<file path="src/rtl/cpu_pkg.sv">
// Shared definitions for the fetch sequencer: state encoding, opcode
// constants, instruction-register field positions and small helpers.
package cpu_pkg;

    typedef enum logic [3:0] {
        IDLE      = 4'd0,
        FETCH     = 4'd1,
        WAIT_MEM  = 4'd2,
        LOAD_IR   = 4'd3,
        DECODE    = 4'd4,
        START     = 4'd5,
        EXEC_ACK  = 4'd6,
        EXEC_DONE = 4'd7,
        RETIRE    = 4'd8,
        ADVANCE   = 4'd9
    } fetch_state_t;

    localparam logic [2:0] OP_ALU  = 3'b101;
    localparam logic [2:0] OP_MOV  = 3'b110;
    localparam logic [2:0] OP_HALT = 3'b111;

    localparam int OPCODE_HI   = 15;
    localparam int OPCODE_LO   = 13;
    localparam int ALU_OP_HI   = 12;
    localparam int ALU_OP_LO   = 11;
    localparam int SHIFT_OP_HI = 4;
    localparam int SHIFT_OP_LO = 3;

    localparam int TIMER_W = 16;

    function automatic logic [2:0] ir_opcode(input logic [15:0] word);
        return word[OPCODE_HI:OPCODE_LO];
    endfunction

    // Saturating increment so the retire counter never rolls over.
    function automatic logic [15:0] sat_inc16(input logic [15:0] v);
        return (v == 16'hFFFF) ? v : v + 16'd1;
    endfunction

endpackage

</file>
<file path="src/rtl/fetch_sequencer_exec_timer.sv">
// Loadable up-counter with a terminal-count flag; shared by the memory
// wait and the execute-timeout paths of the fetch sequencer.
module exec_timer #(
    parameter int W = 16
) (
    input  logic         clk,
    input  logic         rst_n,
    input  logic         clr,
    input  logic         en,
    input  logic [W-1:0] limit,
    output logic         tc
);

    logic [W-1:0] count_q;
    logic [W-1:0] count_d;

    // Next count: clear has priority over increment.
    always_comb begin
        count_d = count_q;
        if (clr) begin
            count_d = '0;
        end else if (en) begin
            count_d = count_q + W'(1);
        end else begin
            count_d = count_q;
        end
    end

    // Count register with synchronous reset.
    always_ff @(posedge clk) begin
        if (!rst_n) begin
            count_q <= '0;
        end else begin
            count_q <= count_d;
        end
    end

    assign tc = (count_q == limit);

endmodule

</file>
<file path="src/rtl/fetch_sequencer.sv">
// Instruction fetch / issue sequencer sitting above the datapath controller:
// fetches at pc, latches ir, pulses exec_start and waits for the handshake.
module fetch_sequencer
    import cpu_pkg::*;
#(
    parameter int ADDR_W       = 8,
    parameter int MEM_LAT      = 1,
    parameter int EXEC_TIMEOUT = 15
) (
    input  logic              clk,
    input  logic              rst_n,
    input  logic              run,
    output logic              mem_rd,
    output logic [ADDR_W-1:0] mem_addr,
    input  logic [15:0]       mem_rdata,
    output logic [15:0]       ir,
    output logic              exec_start,
    input  logic              exec_waiting,
    output logic [ADDR_W-1:0] pc,
    output logic [15:0]       instr_count,
    output logic              halted,
    output logic              illegal,
    output logic              error
);

    localparam logic [TIMER_W-1:0] WAIT_LIM = TIMER_W'((MEM_LAT > 1) ? (MEM_LAT - 2) : 0);
    localparam logic [TIMER_W-1:0] EXEC_LIM = TIMER_W'(EXEC_TIMEOUT - 1);

    fetch_state_t      state_q, state_d;
    logic [ADDR_W-1:0] pc_q, pc_d;
    logic [15:0]       ir_q, ir_d;
    logic [15:0]       cnt_q, cnt_d;
    logic              halted_q, halted_d;
    logic              illegal_q, illegal_d;
    logic              error_q, error_d;
    logic              mem_rd_q, mem_rd_d;
    logic              start_q, start_d;

    logic               tmr_clr;
    logic               tmr_en;
    logic [TIMER_W-1:0] tmr_limit;
    logic               tmr_tc;

    exec_timer #(.W(TIMER_W)) u_timer (
        .clk   (clk),
        .rst_n (rst_n),
        .clr   (tmr_clr),
        .en    (tmr_en),
        .limit (tmr_limit),
        .tc    (tmr_tc)
    );

    // Next-state and datapath update logic.
    always_comb begin
        state_d   = state_q;
        pc_d      = pc_q;
        ir_d      = ir_q;
        cnt_d     = cnt_q;
        halted_d  = halted_q;
        illegal_d = illegal_q;
        error_d   = error_q;
        tmr_clr   = 1'b0;
        tmr_en    = 1'b0;
        tmr_limit = (state_q == WAIT_MEM) ? WAIT_LIM : EXEC_LIM;

        case (state_q)
            IDLE: begin
                if (run && !halted_q && !error_q) begin
                    state_d = FETCH;
                end else begin
                    state_d = IDLE;
                end
            end
            FETCH: begin
                tmr_clr = 1'b1;
                if (MEM_LAT > 1) begin
                    state_d = WAIT_MEM;
                end else begin
                    state_d = LOAD_IR;
                end
            end
            WAIT_MEM: begin
                if (tmr_tc) begin
                    state_d = LOAD_IR;
                end else begin
                    tmr_en = 1'b1;
                end
            end
            LOAD_IR: begin
                ir_d    = mem_rdata;
                state_d = DECODE;
            end
            DECODE: begin
                case (ir_opcode(ir_q))
                    OP_HALT: begin
                        halted_d = 1'b1;
                        state_d  = IDLE;
                    end
                    OP_ALU, OP_MOV: begin
                        state_d = START;
                    end
                    default: begin
                        illegal_d = 1'b1;
                        state_d   = ADVANCE;
                    end
                endcase
            end
            START: begin
                tmr_clr = 1'b1;
                state_d = EXEC_ACK;
            end
            EXEC_ACK: begin
                if (!exec_waiting) begin
                    tmr_clr = 1'b1;
                    state_d = EXEC_DONE;
                end else if (tmr_tc) begin
                    error_d = 1'b1;
                    state_d = IDLE;
                end else begin
                    tmr_en = 1'b1;
                end
            end
            EXEC_DONE: begin
                if (exec_waiting) begin
                    state_d = RETIRE;
                end else if (tmr_tc) begin
                    error_d = 1'b1;
                    state_d = IDLE;
                end else begin
                    tmr_en = 1'b1;
                end
            end
            RETIRE: begin
                cnt_d   = sat_inc16(cnt_q);
                state_d = ADVANCE;
            end
            ADVANCE: begin
                pc_d = pc_q + ADDR_W'(1);
                if (run) begin
                    state_d = FETCH;
                end else begin
                    state_d = IDLE;
                end
            end
            default: begin
                state_d = IDLE;
            end
        endcase

        // Strobes are decoded from the upcoming state so they leave a flop.
        mem_rd_d = (state_d == FETCH);
        start_d  = (state_d == START);
    end

    // State, architectural registers and registered strobes.
    always_ff @(posedge clk) begin
        if (!rst_n) begin
            state_q   <= IDLE;
            pc_q      <= '0;
            ir_q      <= 16'h0000;
            cnt_q     <= 16'h0000;
            halted_q  <= 1'b0;
            illegal_q <= 1'b0;
            error_q   <= 1'b0;
            mem_rd_q  <= 1'b0;
            start_q   <= 1'b0;
        end else begin
            state_q   <= state_d;
            pc_q      <= pc_d;
            ir_q      <= ir_d;
            cnt_q     <= cnt_d;
            halted_q  <= halted_d;
            illegal_q <= illegal_d;
            error_q   <= error_d;
            mem_rd_q  <= mem_rd_d;
            start_q   <= start_d;
        end
    end

    assign mem_rd      = mem_rd_q;
    assign mem_addr    = pc_q;
    assign pc          = pc_q;
    assign ir          = ir_q;
    assign exec_start  = start_q;
    assign instr_count = cnt_q;
    assign halted      = halted_q;
    assign illegal     = illegal_q;
    assign error       = error_q;

endmodule

</file>
<file path="config.mk">
export PLATFORM = sky130hd
export DESIGN_NAME = fetch_sequencer
export DESIGN_NICKNAME = d
export VERILOG_FILES = /design/src/rtl/cpu_pkg.sv /design/src/rtl/fetch_sequencer_exec_timer.sv /design/src/rtl/fetch_sequencer.sv
export SDC_FILE = /design/constraint.sdc
export NUM_CORES = 1
export LEC_CHECK = 0
export CAP_MARGIN = 20
export CELL_PAD_IN_SITES_DETAIL_PLACEMENT = 1
export CELL_PAD_IN_SITES_GLOBAL_PLACEMENT = 2
export CORE_MARGIN = 2
export CORE_UTILIZATION = 32
export DETAILED_ROUTE_END_ITERATION = 12
export PLACE_DENSITY = 0.92
export SYNTH_ARGS = -nofsm -noshare
export SYNTH_HDL_FRONTEND = slang
export SYNTH_SLANG_ARGS = --single-unit
export TNS_END_PERCENT = 1
</file>
<file path="constraint.sdc">
create_clock -name clk -period 3.6 [get_ports clk]
set_input_delay 0.72 -clock clk [delete_from_list [all_inputs] [get_ports clk]]
set_output_delay 0.72 -clock clk [all_outputs]
set_load 0.005 [all_outputs]
</file>
# After elaboration in Yosys (flattened, before gate mapping)
# Index checks and enable logic that the tools add are counted.
# Widths: inputs -> output; s select.
[totals] romBits=0 word_cells=67 inputBits=20 mem_bits_rw=0 latch_bits=0 memories=0 output_inout_bits=53 regBits=65
[classes] multipliers=0 shifts=0 n_addsub=3 bitwise=3 n_div=0 n_eq_ne=18 magnitude_cmp=0 n_reduce_logical=14 n_mux=19
[op_table] op="$pmux 4 s10" count=1
[op_table] op="$add 16x1->16 const B" count=2
[op_table] op="$eq 4x3->1 const B" count=5
[op_table] op="$mux 4" count=5
[op_table] op="$eq 16x16->1 const B" count=1
[op_table] op="$eq 16x4->1" count=1
[op_table] op="$eq 3x3->1 const B" count=3
[op_table] op="$mux 1" count=9
[op_table] op="$add 8x1->8 const B" count=1
[op_table] op="$eq 4x1->1 const B" count=2
[op_table] op="$eq 4x2->1 const B" count=2
[op_table] op="$eq 4x4->1 const B" count=2
[op_table] op="$pmux 4 s2" count=1
[op_table] op="$reduce_and 2->1" count=3
[op_table] op="$reduce_or 2->1" count=3
[op_table] op="$logic_not 4->1" count=1
[op_table] op="$ne 2x2->1 const B" count=2
[op_table] op="$pmux 1 s2" count=2
[op_table] op="$not 1->1" count=3
[op_table] op="$pmux 1 s3" count=1
[op_table] op="$reduce_and 3->1" count=1
[op_table] op="$reduce_or 3->1" count=1
[op_table] op="$logic_and 1x1->1" count=2
[op_table] op="$logic_not 1->1" count=2
[op_table] op="$reduce_bool 2->1" count=1

# Logic depth before layout (Yosys ltp)
# Gate-level depths: netlist (run 1).
[logic_depth] ltp_word=7 depth_mapped=7 depth_no_buf=5

# Modules after synthesis
# A second synthesis (run 1) with hierarchy kept.
[unflattened] cells_unflattened=382 hier_area_um2=3276.9
[modules_own_cells] module="fetch_sequencer" cells_each=283 instances=1 seq_area_each_um2=980.9 area_each_um2=2374.8
[modules_own_cells] module="exec_timer" cells_each=99 instances=1 seq_area_each_um2=320.3 area_each_um2=902.1

# Worst setup path after synthesis (run 1)
# OpenSTA, ideal clock, no wires.
[synth_path] kind="input port to flip-flop" startpoint="input port exec_waiting" endpoint="register u_timer.count_q[8]" stages=6 arrival_time_ns=1.952 n_path_buf=1 setup_ns=0.070 t_required_ns=3.530 setup_slack_ns=1.578 path_cell_list="or2b_1 -> xor2_1 -> o211ai_1 -> buf_4 -> or3_1 -> a21oi_1"
[synth_via] elab_chain_cells=3 elab_cells_between_ends=6 classes_between="5 x mux; 1 x reduce/logical"
[synth_rtl] element="start, declared" line_no="fetch_sequencer.sv:18" text="input logic exec_waiting,"
[synth_rtl] element="$mux 1" line_no="fetch_sequencer.sv:113" text="if (!exec_waiting) begin"
[synth_rtl] element="$pmux 1 s2" line_no="fetch_sequencer.sv:66" text="case (state_q)"
[synth_rtl] element="$reduce_or 2->1 (no source line)"
[synth_rtl] element="end signal, assigned" line_no="fetch_sequencer_exec_timer.sv:34" text="count_q <= count_d;"
[synth_rtl] element="end, declared" line_no="fetch_sequencer_exec_timer.sv:14" text="logic [W-1:0] count_q;"
# Several ways; a longest one is shown, not always the timed one.
# A chain may end at the register's enable or synchronous reset.

# Final worst setup path (run 1)
[layout_path] startpoint="register state_q[1]" endpoint="register u_timer.count_q[15]"
[layout_via] elab_chain_cells=6 elab_cells_between_ends=14 classes_between="6 x eq/ne; 6 x mux; 2 x reduce/logical"
[layout_rtl] element="start, declared" line_no="fetch_sequencer.sv:29" text="fetch_state_t state_q, state_d;"
[layout_rtl] element="start signal, assigned" line_no="fetch_sequencer.sv:168" text="state_q <= state_d;"
[layout_rtl] element="$eq 4x2->1" line_no="fetch_sequencer.sv:64, fetch_sequencer.sv:66"
[layout_rtl] element="$mux 4" line_no="fetch_sequencer.sv:64" text="tmr_limit = (state_q == WAIT_MEM) ? WAIT_LIM : EXEC_LIM;"
[layout_rtl] element="$eq 16x4->1" line_no="fetch_sequencer_exec_timer.sv:38" text="assign tc = (count_q == limit);"
[layout_rtl] element="$mux 1" line_no="fetch_sequencer.sv:83, fetch_sequencer.sv:116, fetch_sequencer.sv:126"
[layout_rtl] element="$mux 1, on equally long branches" line_no="fetch_sequencer.sv:124, fetch_sequencer.sv:113"
[layout_rtl] element="$pmux 1 s3" line_no="fetch_sequencer.sv:66"
# Several ways; a longest one is shown, not always the timed one.

==> flow_summary.ini, run 1 <==
[outcome]
status = finished clean

[pwr]
irDropWorstVdd_uv = 164
total_power_mw = 1.54
clock_power_share = 0.400
combPwrFrac = 0.110
power_density_nw_per_um2 = 371
switchingPower_uw = 390
switching_share = 0.253
p_int_mw = 1.15
p_leak_nw = 1.45
pwr-share-seq = 0.490

[route]
finalWirelength_um = 8500
vias = 2844
drc_errors = 0
dr.pass1.iters = 4
wl_per_cell_um = 15.0
initialDrtViolationCount = 69
drtAntennaViolNets = 0
via_per_inst = 5.02

[die]
core_area_um2 = 9770
die_h_um = 104
initial_core_util = 0.329
die_area_um2 = 10900
die_x_um = 104
io-pin-count = 73
rows = 36

[timing]
setup_violations = 0
worst_pin_slew_ns = 0.966
timing.clock.skew_ns = 0.0103
min_period_ns = 2.73
hold_violations = 0
relSlewSlack = 0.353
fin_setup_tns_ns = 0
maxSlewViolCount = 0
grt_setup_unrepaired = no
holdWs_ns = 0.466
period_share = 0.759
setup_ws_ns = 0.869
fmaxAchievable_mhz = 366

[grt]
grt_max_degree = 26
grt_pass1_wl_um = 14300
grt-ovfl-total = 0
first_global_vias = 2898
antenna_found_initial = 0
grt_usage = 0.162

[logic_synthesis]
ys.flop_type = dfxtp_1
synth_seq_cells = 65
synth_nets = 394
yosys.area.top_type_share = 0.404
postSynthAreaPerCell_um2 = 8.67
ys_warn_count = 0
netlist_instances = 371
synth_edf_count = 0
ys_top_cells_by_area = dfxtp_1, nand2_1, xor2_1
synth_top_area_cell = dfxtp_1
ys_types = 54
syn_area_um2 = 3220
seq_area_frac_synth = 0.404
synthArstFlopShare = 0

[setup_path]
worstSetupStartpointType = flop
crit_chain = nor4b_4 -> mux2i_2 -> o2111ai_1 -> or4_1 -> a21oi_1
r2r-end = u_timer.count_q[15]
arrival_ns = 2.98
rr_worst_depth = 5
r2r_start = state_q[1]
critPathSlowestCell = or4_1
required_ns = 3.85
crit_buf_inv = 0
crit_path_end_kind = flop
rrSetupSlack_ns = 0.87
crit_family = simple AND/OR/NAND/NOR gates
path_max_fanout = 11
cpPeakStageDelay_ns = 0.63
crit_type = reg2reg

[finish]
utilization = 0.425
antenna_cells = 0
final_common_cell = clkdlybuf4s50_1
fin_nets = 452
syn2layout_area_growth_pct = 29.2
layout_common_cells = clkdlybuf4s50_1, dfxtp_1, nand2_1, and2_1
layout-drive-gt1-share = 0.0530

[clock_network]
cts_setup_buffers = 0
htreeDepth = 3
hold_buffers = 0
cts_resized = 0
clk_pin_slew_worst_paths_ns = 0.07
clock_sinks = 65
clockBufferDepth = 2
clock_tree.root_cell = clkbuf_8
worstSkewPairLatency_ns = 0.35
cts_made_buffers = 9
cts_tree = yes

[placement]
detailed_place_hpwl_um = 6000
place_ws_ns = 0.535
numPortBuffers = 72
place_congestion = 0.741

[min_path]
min_path_type = reg2reg
worstHoldPathCells = 2
min_to = ir[9]
hp-start = ir[9]

[flow_run]
drv_cap = 0
==> layer usage <==
layer	wire length [µm]	GRT usage	share of wire
met3	409	0.0457	0.048
met1	4120	0.209	0.49
met4	141	0.0685	0.017
met5	0	0	0
met2	3820	0.252	0.45
==> flip-flops by register name, indices dropped and copies added (netlist names) <==
register         flops
state_q              4
error                1
mem_rd               1
instr_count         16
exec_start           1
u_timer.count_q     16
halted               1
ir                  16
illegal              1
mem_addr             8
==> stage by stage <==
step / instance area, µm² / cells
floorplan: 3220 / 371
global placement: 3970 / 551
detailed placement: 3970 / 551
CTS: 4160 / 567
global route: 4160 / 567
finish: 4160 / 567
==> worst register-to-register path, delay by kind of cell (launching register included) <==
family / cells / cell delay, ns
AND/OR/NAND/NOR: 2 / 0.97
AO/OA/AOI/OAI: 2 / 0.64
flip-flops: 1 / 0.59
multiplexers: 1 / 0.44
==> cell usage after synthesis (all sizes together) (9+ instances only) <==
master   n
dfxtp   65
nor2    10
and2    21
and3     9
nand3   16
nand2   49
clkbuf  14
xor2    16
or3      9
o21ai   15
buf     15
a21boi  17
a21oi   15
==> worst max path at each step <==
stage / start / to / slack [ns] / cells after the start
2_1_floorplan: exec_waiting / u_timer.count_q[8] / 1.58 / 6
3_3_place_gp: exec_waiting / u_timer.count_q[14] / 0.65 / 6
3_5_place_dp: exec_waiting / u_timer.count_q[15] / 0.54 / 6
4_1_cts: state_q[1] / u_timer.count_q[15] / 0.88 / 5
5_1_grt: state_q[1] / u_timer.count_q[15] / 0.59 / 5
6_report: state_q[1] / u_timer.count_q[15] / 0.87 / 5
==> cells by family (layout without fill, tap and decap cells) <==
| kind of cell | after synthesis | count (layout) | share of synthesized area |
|---|---|---|---|
| fa+ha+maj | 3 | 3 | 0.0117 |
| flops | 65 | 65 | 0.404 |
| mux | 3 | 3 | 0.0105 |
| buf+inv | 36 | 99 | 0.0595 |
| compound gates | 75 | 75 | 0.161 |
| xor+xnor | 22 | 22 | 0.0599 |
| simple gates | 167 | 167 | 0.294 |
==> area by class of cell <==
| class | instances | area, µm² |
|---|---|---|
| clock inverter | 3 | 40.0 |
| clock buffer | 13 | 149 |
| sequential | 65 | 1300 |
| fill | 1162 | 5620 |
| timing repair buffer | 76 | 751 |
| tap | 133 | 166 |
| inverter | 7 | 26.3 |
| multi-input combinational | 270 | 1730 |
==> power by group through the flow <==
| stage | clock network [mW] | logic (mW) | registers [mW] |
|---|---|---|---|
| after floorplan | 0 | 0.117 | 0.762 |
| after global placement | 0 | 0.167 | 0.772 |
| after detailed placement | 0 | 0.170 | 0.772 |
| after CTS | 0.638 | 0.171 | 0.756 |
| after global routing | 0.668 | 0.189 | 0.758 |
| final | 0.618 | 0.169 | 0.756 |
No activity file was read; power rests on OpenSTA's default activity.
==> run 2, diff against run 1 <==
--- a/config.mk
+++ b/config.mk
@@ -9,9 +9,9 @@
 export CELL_PAD_IN_SITES_DETAIL_PLACEMENT = 1
 export CELL_PAD_IN_SITES_GLOBAL_PLACEMENT = 2
 export CORE_MARGIN = 2
-export CORE_UTILIZATION = 32
+export CORE_UTILIZATION = 30
 export DETAILED_ROUTE_END_ITERATION = 12
-export PLACE_DENSITY = 0.92
+export PLACE_DENSITY = 0.88
 export SYNTH_ARGS = -nofsm -noshare
 export SYNTH_HDL_FRONTEND = slang
 export SYNTH_SLANG_ARGS = --single-unit
==> constraint.sdc (replaced) <==
create_clock -name clk -period 2.57 [get_ports clk]
set_input_delay 0.514 -clock clk [delete_from_list [all_inputs] [get_ports clk]]
set_output_delay 0.514 -clock clk [all_outputs]
set_load 0.005 [all_outputs]
==> run 2 against run 1 <==
Hold slack got worse by 0.0023 ns. Critical path depth is the same. Power up 43%. First-iteration DRC count up 23%. Largest power group unchanged. Clock skew shrank 0.0019 ns. Final area up 2.3%. Register-to-register slack got worse by 0.49 ns. Combinational power up 57%. Setup slack got worse by 0.49 ns. Largest cell class unchanged. Highest routed layer unchanged. Sequential share of layout area is 0.69 points lower. Critical endpoint is now state_q[1].
==> flow_summary.ini, run 2 (same netlist as run 1, synthesis figures left out) <==
[setup_path]
worstSetupStartpointType = flop
path_max_fanout = 8
crit_buf_inv = 0
r2r-end = state_q[1]
critPathSlowestCell = a2111oi_1
required_ns = 2.86
r2r_start = state_q[2]
crit_type = reg2reg
rrSetupSlack_ns = 0.38
rr_worst_depth = 5
startpoint = state_q[2]
arrival_ns = 2.48
cpPeakStageDelay_ns = 0.65
crit_family = compound AO/OA/AOI/OAI gates
crit_path_end_kind = flop
crit_chain = nor4b_4 -> mux2i_2 -> o21ai_1 -> a2111oi_1 -> and2_1

[min_path]
hp-start = ir[4]
min_to = ir[4]
worstHoldPathCells = 2
min_path_type = reg2reg

[pwr]
switching_share = 0.261
clock_power_share = 0.406
pwr-share-seq = 0.473
p_leak_nw = 1.51
combPwrFrac = 0.120
power_density_nw_per_um2 = 520
p_int_mw = 1.64
irDropWorstVdd_uv = 214
total_power_mw = 2.21
switchingPower_uw = 577

[timing]
setup_violations = 0
timing.clock.skew_ns = 0.00845
min_period_ns = 2.19
relSlewSlack = 0.579
worst_pin_slew_ns = 0.631
fin_setup_tns_ns = 0
maxSlewViolCount = 0
grt_setup_unrepaired = no
hold_violations = 0
period_share = 0.852
fmaxAchievable_mhz = 457

[route]
m1WireLength_um = 3780
drc_errors = 0
dr_wl_met3_um = 442
met2WireLength_um = 3990
dr.pass1.iters = 4
wl_per_cell_um = 14.3
drtAntennaViolNets = 0
initialDrtViolationCount = 85
via_per_inst = 4.97
top_layer = met4
vias = 2885
finalWirelength_um = 8320

[clock_network]
htreeDepth = 3
clockBufferDepth = 2
hold_buffers = 0
cts_tree = yes
cts_made_buffers = 9
clock_sinks = 65
cts_resized = 0
clk_pin_slew_worst_paths_ns = 0.08
worstSkewPairLatency_ns = 0.35
clock_tree.root_cell = clkbuf_8
cts_setup_buffers = 0

[placement]
detailed_place_hpwl_um = 5980
dp.cells = 564
place_area_um2 = 4050
numPortBuffers = 72
place_congestion = 0.835

[die]
die_area_um2 = 11600
die_x_um = 108
initial_core_util = 0.310
rows = 37
die_h_um = 108
io-pin-count = 73
core_area_um2 = 10400

[finish]
syn2layout_area_growth_pct = 32.2
nFillCells = 1248
fin_nets = 462
layout-drive-gt1-share = 0.0811
final_common_cell = clkdlybuf4s50_1
finalInstanceArea_um2 = 4250
utilization = 0.410
final_cells = 580
antenna_cells = 0
layout_common_cells = clkdlybuf4s50_1, dfxtp_1, nand2_1, and2_1

[flow_run]
drv_cap = 0

[grt]
grt_pass1_wl_um = 13900
first_global_vias = 2850
grt-ovfl-total = 0
antenna_found_initial = 0
grt_max_degree = 30
grt_usage = 0.150

[outcome]
status = finished clean
run 2: metal layers:
layer / vias to the layer above / GRT usage
met3: 8 / 0.0551
met2: 47 / 0.239
met4: 0 / 0.0467
met5: - / 0
met1: 1383 / 0.189
li1: 1447 / -
run 2: worst max-delay path by stage:
stage,to,slack [ns],cells after the start
2_1_floorplan,u_timer.count_q[8],0.57,7
3_5_place_dp,u_timer.count_q[9],0.10,7
6_report,state_q[1],0.38,5
4_1_cts,u_timer.count_q[9],0.37,6
5_1_grt,u_timer.count_q[9],0.21,6
3_3_place_gp,u_timer.count_q[11],0.17,7
run 2: power groups by stage:
stage               Combinational [mW]  Clock, mW  Sequential, mW
floorplan                        0.163          0            1.07
global placement                 0.264          0            1.07
detailed placement               0.267          0            1.07
CTS                              0.268      0.938            1.05
global route                     0.295      0.990            1.05
finish                           0.266      0.899            1.05
run 2: final cells by class:
type | instances | area (µm²) | share of cell area
flip-flops and latches | 65 | 1300 | 0.306
inverters | 7 | 26.3 | 0.00618
clock buffers | 10 | 138 | 0.0324
repair buffers | 86 | 826 | 0.194
well taps | 136 | 170 | 0.0400
multi-input cells | 270 | 1730 | 0.406
clock inverters | 6 | 66.3 | 0.0156
run 2: per-stage QoR:
step           worst slack, ns  hold slack [ns]
2_1_floorplan            0.570            0.452
3_3_place_gp             0.168            0.449
3_5_place_dp             0.104            0.459
4_1_cts                  0.374            0.469
5_1_grt                  0.212            0.493
6_report                 0.380            0.464
run 2: tightest hold or removal path, stage by stage (launching register included):
cell	delay (ns)
dfxtp_1	0.31
nand2_1	0.04
a21boi_0	0.06
